--- src/rtl/lut_sweep_pkg.sv ---
// rtl/lut_sweep_pkg.sv - shared state encoding and default input width for the LUT sweeper
package lut_sweep_pkg;

    localparam int N_DEFAULT = 3;

    typedef enum logic [1:0] {
        ST_IDLE  = 2'd0,
        ST_SWEEP = 2'd1,
        ST_DONE  = 2'd2
    } state_e;

endpackage

--- src/rtl/lut_table.sv ---
// rtl/lut_table.sv - shift-loadable 2^N-bit truth table with a combinational read port
module lut_table
    import lut_sweep_pkg::*;
#(
    parameter int N = N_DEFAULT
) (
    input  logic         clk,
    input  logic         rst_n,
    input  logic         shift_en_i,
    input  logic         shift_bit_i,
    input  logic [N-1:0] rd_idx_i,
    output logic         rd_bit_o
);

    localparam int DEPTH = 1 << N;

    logic [DEPTH-1:0] tbl_q;
    logic [DEPTH-1:0] tbl_d;

    // New bits enter at the MSB, so the first bit written ends up at index 0.
    always_comb begin
        tbl_d = tbl_q;
        if (shift_en_i) begin
            tbl_d = {shift_bit_i, tbl_q[DEPTH-1:1]};
        end
    end

    always_ff @(posedge clk or negedge rst_n) begin
        if (!rst_n) begin
            tbl_q <= '0;
        end else begin
            tbl_q <= tbl_d;
        end
    end

    assign rd_bit_o = tbl_q[rd_idx_i];

endmodule

--- src/rtl/lut_sweep.sv ---
// rtl/lut_sweep.sv - truth-table evaluator with single-shot lookup and exhaustive input sweep
module lut_sweep
    import lut_sweep_pkg::*;
#(
    parameter int N = N_DEFAULT
) (
    input  logic         clk,
    input  logic         rst_n,
    input  logic         cfg_we,
    input  logic         cfg_bit,
    input  logic         pos_mode,
    input  logic         eval_vld,
    input  logic [N-1:0] eval_in,
    input  logic         start,
    output logic         s,
    output logic         s_vld,
    output logic [N-1:0] s_idx,
    output logic         busy,
    output logic         done,
    output logic [N:0]   ones_cnt
);

    localparam logic [N-1:0] LAST_IDX = '1;

    state_e       state_q;
    logic         mode_q;
    logic         s_q;
    logic         s_vld_q;
    logic [N-1:0] idx_q;
    logic         busy_q;
    logic         done_q;
    logic [N:0]   ones_q;

    logic         in_idle;
    logic         shift_en;
    logic [N-1:0] rd_idx;
    logic         rd_bit;
    logic         f_live;
    logic         f_sweep;

    assign in_idle  = (state_q == ST_IDLE);
    // start wins over cfg_we; a concurrent eval reads the pre-shift table.
    assign shift_en = in_idle && cfg_we && !start;

    always_comb begin
        rd_idx = eval_in;
        if (state_q == ST_SWEEP) begin
            rd_idx = idx_q + 1'b1;
        end else if (start) begin
            rd_idx = '0;
        end
    end

    lut_table #(.N(N)) u_table (
        .clk         (clk),
        .rst_n       (rst_n),
        .shift_en_i  (shift_en),
        .shift_bit_i (cfg_bit),
        .rd_idx_i    (rd_idx),
        .rd_bit_o    (rd_bit)
    );

    assign f_live  = rd_bit ^ pos_mode;
    assign f_sweep = rd_bit ^ mode_q;

    always_ff @(posedge clk or negedge rst_n) begin
        if (!rst_n) begin
            state_q <= ST_IDLE;
            mode_q  <= 1'b0;
            s_q     <= 1'b0;
            s_vld_q <= 1'b0;
            idx_q   <= '0;
            busy_q  <= 1'b0;
            done_q  <= 1'b0;
            ones_q  <= '0;
        end else begin
            case (state_q)
                ST_IDLE: begin
                    s_vld_q <= 1'b0;
                    done_q  <= 1'b0;
                    if (start) begin
                        // Index 0 is emitted on the start edge so results begin the next cycle.
                        state_q <= ST_SWEEP;
                        mode_q  <= pos_mode;
                        busy_q  <= 1'b1;
                        s_q     <= f_live;
                        s_vld_q <= 1'b1;
                        idx_q   <= '0;
                        ones_q  <= (N+1)'(f_live);
                    end else if (eval_vld) begin
                        s_q     <= f_live;
                        s_vld_q <= 1'b1;
                        idx_q   <= eval_in;
                    end
                end
                ST_SWEEP: begin
                    if (idx_q == LAST_IDX) begin
                        state_q <= ST_DONE;
                        busy_q  <= 1'b0;
                        done_q  <= 1'b1;
                        s_vld_q <= 1'b0;
                    end else begin
                        idx_q   <= idx_q + 1'b1;
                        s_q     <= f_sweep;
                        s_vld_q <= 1'b1;
                        ones_q  <= ones_q + (N+1)'(f_sweep);
                    end
                end
                ST_DONE: begin
                    state_q <= ST_IDLE;
                    done_q  <= 1'b0;
                end
                default: begin
                    state_q <= ST_IDLE;
                end
            endcase
        end
    end

    assign s        = s_q;
    assign s_vld    = s_vld_q;
    assign s_idx    = idx_q;
    assign busy     = busy_q;
    assign done     = done_q;
    assign ones_cnt = ones_q;

endmodule
--- config.mk ---
export PLATFORM = sky130hd
export DESIGN_NAME = lut_sweep
export DESIGN_NICKNAME = d
export VERILOG_FILES = /design/src/rtl/lut_sweep_pkg.sv /design/src/rtl/lut_table.sv /design/src/rtl/lut_sweep.sv
export SDC_FILE = /design/constraint.sdc
export NUM_CORES = 1
export LEC_CHECK = 0
export ABC_AREA = 1
export CORE_MARGIN = 8
export CORE_UTILIZATION = 55
export CTS_CLUSTER_DIAMETER = 120
export DETAILED_ROUTE_END_ITERATION = 12
export DONT_BUFFER_PORTS = 1
export PLACE_DENSITY_LB_ADDON = 0.1
export SLEW_MARGIN = 5
export SYNTH_ARGS = -nofsm -noshare
export SYNTH_HDL_FRONTEND = slang
export SYNTH_HIERARCHICAL = 1
export SYNTH_SLANG_ARGS = --single-unit
--- constraint.sdc ---
create_clock -name clk -period 4.16 [get_ports clk]
set_input_delay 0.624 -clock clk [delete_from_list [all_inputs] [get_ports clk]]
set_output_delay 0.624 -clock clk [all_outputs]
set_load 0.01 [all_outputs]
==> out/results.ini <==
[clock_network]
insertion_delay_ns = 0.30
clock_path_buffers = 2
clk_pin_slew_ns = 0.12
post_cts_buffers = 0
cts_sinks = 22
cts_resized = 0
clock-root-buffer = clkbuf_4
cts_tree = done
cts_buffers = 3
htreeDepth = 1

[logic_synthesis]
synth-warning-count = 6
syn-mean-instance-area_sq_um = 7.60
synthCells = 154
ys_seq_area_share_pct = 47.0
synth_seq_cells = 22
synthesis.area_sq_um = 1170
synth.distinct_cells = 19
synth_nets = 169

[final_layout]
mostFrequentLayoutCells = 59 x nand2_1, 22 x dfrtp_1, 19 x inv_1, 12 x nand3_1, 11 x o21ai_0
num_antenna_cells = 0
drive_gt1_share_pct = 11.4
final_cell_area_sq_um = 1240
nNetsFinal = 174
layout_commonest_cell = nand2_1
syn_to_final_growth_pct = 6.20
fillers = 170
multi_input_area_sq_um = 520
regArea_sq_um = 551

[critical_path]
start_kind = flop
worstPathArrival_ns = 2.83
end_kind = flop
crit_required_ns = 4.36
crit_fanout = 8
timing_worst_setup_path_type = flop to flop

[route]
wl_um = 2290
drt-vias-per-instance = 5.04
vias = 932
drtIter0Drc = 28
antenna_left = 0
avgRoutedWirePerCell_um = 12.4
drtPass1Iterations = 4
remaining_drc_errors = 0

[floorplan]
dieArea_sq_um = 3860
core_sq_um = 1980
start_util_pct = 59.1
pin_count = 21
rows = 16
fp.dieW_um = 62.1
die_h_um = 62.1

[timing]
hold_viol_final = 0
period_minus_slack_ns = 2.63
max-slew-margin-rel_pct = 32.1
grt_setup_unrepaired = no
slew_viol_final = 0
worstMarginPinSlew_ns = 1.01
timing.final.crit_share_pct = 63.3
clock.fmax_ghz = 0.380
skew_ns = 0.00403
setup_violations = 0
hold-worst-slack_ns = 0.441
setup_tns_ns = 0

[power]
peakVddDrop_uv = 386
total_power_w = 0.00102
p_leak_nw = 0.664
p_per_area_nw_per_um2 = 816

[worst_hold_path]
hp-class = input port to flop

[global_route]
gr-total-overflow = 0
grt.total_usage_pct = 12.5
grt_max_degree = 23
grt_pass1_wl_um = 4020
antenna_found_initial = 0
grt_pass1_vias = 937

[status]
status = complete, no violations

[place]
placed_area_sq_um = 1200
place.gp.congestion = 0.791
io_buffers = 0
post-dp-hpwl_um = 1800

[flow_run]
cap_viol_max_count = 0

-- path summary, 6_finish.rpt --
check,start,end,slack [ns],cells after the start
worst min register to register,u_table/tbl_q[4],u_table/tbl_q[3],0.49,2
min in group asynchronous,rst_n,ones_cnt[1],0.93,1
worst max-delay path,state_q[1],ones_cnt[2],1.53,16
max in group asynchronous,rst_n,s_idx[2],2.62,1
worst min-delay path,cfg_bit,u_table/tbl_q[7],0.44,2
worst max register to register,state_q[1],ones_cnt[2],1.53,16
-- critical path, cell delays in order, from the launching register on --
cell and delay [ns]:
dfrtp_1 0.45, inv_2 0.09, nand2_4 0.08, o21ai_1 0.38
inv_2 0.11, nand2_1 0.08, nand3_1 0.07, nand2_1 0.08
nand2_1 0.05, nand2_1 0.10, nand2_1 0.07, and2_1 0.16
ha_1 0.21, ha_1 0.19, or2_2 0.29, nand3_1 0.08
o21ai_1 0.06
-- registers in the layout (all words and copies together), names as in the netlist --
register,flops
s_vld,1
state_q,2
mode_q,1
s_idx,3
u_table/tbl_q,8
ones_cnt,4
done,1
busy,1
s,1
-- where the power goes --
part           switching, W  total, W  internal, W  leakage [nW]
Clock             0.0000621  0.000116    0.0000534        0.0210
Combinational      0.000315  0.000498     0.000183         0.369
Sequential        0.0000948  0.000402     0.000307         0.274
Total              0.000472   0.00102     0.000543         0.664
-- Yosys cell counts --
master    n  share of area [%]
nor2_2    1               0.53
nand4_1   2                1.1
buf_4     1               0.64
nand2_2   5                2.7
a22o_1    1               0.75
nor2_1    4                1.3
nand2_1  59                 19
inv_1    19                6.1
dfrtp_1  22                 47
nand2_4   1               0.96
a21oi_2   1               0.75
nand3_1  12                5.1
o21ai_1   3                1.3
or2_2     1               0.53
and2_1    1               0.53
inv_4     1               0.53
inv_2     4                1.3
o21ai_0  11                4.7
ha_1      5                5.3
-- layer usage --
metal | track usage [%] | up-vias | share of wire [%]
li1 | - | 484 | -
met1 | 14.3 | 419 | 43
met2 | 20.3 | 25 | 46
met3 | 4.66 | 4 | 9.3
met4 | 5.54 | 0 | 1.4
met5 | 0 | - | 0
-- what timing repair did --
| action | in CTS | in global routing |
|---|---|---|
| hold endpoints to repair | 22 | 0 |
| setup endpoints to repair | 0 | 0 |
| hold buffers | 1 | 0 |
-- per-stage QoR --
stage | worst slack (ns) | instances | utilization, %
3_3_place_gp | 1.58 | 180 | 60.4
3_5_place_dp | 1.43 | 180 | 60.4
4_1_cts | 1.52 | 185 | 62.8
6_report | 1.53 | 185 | 62.8
5_1_grt | 1.30 | 185 | 62.8
2_1_floorplan | 1.68 | 154 | -
-- cell families (layout without fill, tap and decap cells) --
logic type      after synthesis  after routing  share of synthesized area, %
simple gates                 86             86                          31.6
flops                        22             22                          47.0
fa+ha+maj                     5              5                          5.34
buf+inv                      25             29                          8.55
compound gates               16             16                          7.48
-- area by class of cell --
cell class	instances	area share, %
tap	27	2.72
inverter	24	7.44
multi-input combinational	107	41.9
sequential	22	44.3
timing repair buffer	1	0.805
clock buffer	4	2.92
Note: power is estimated with default switching activity, not from simulation.
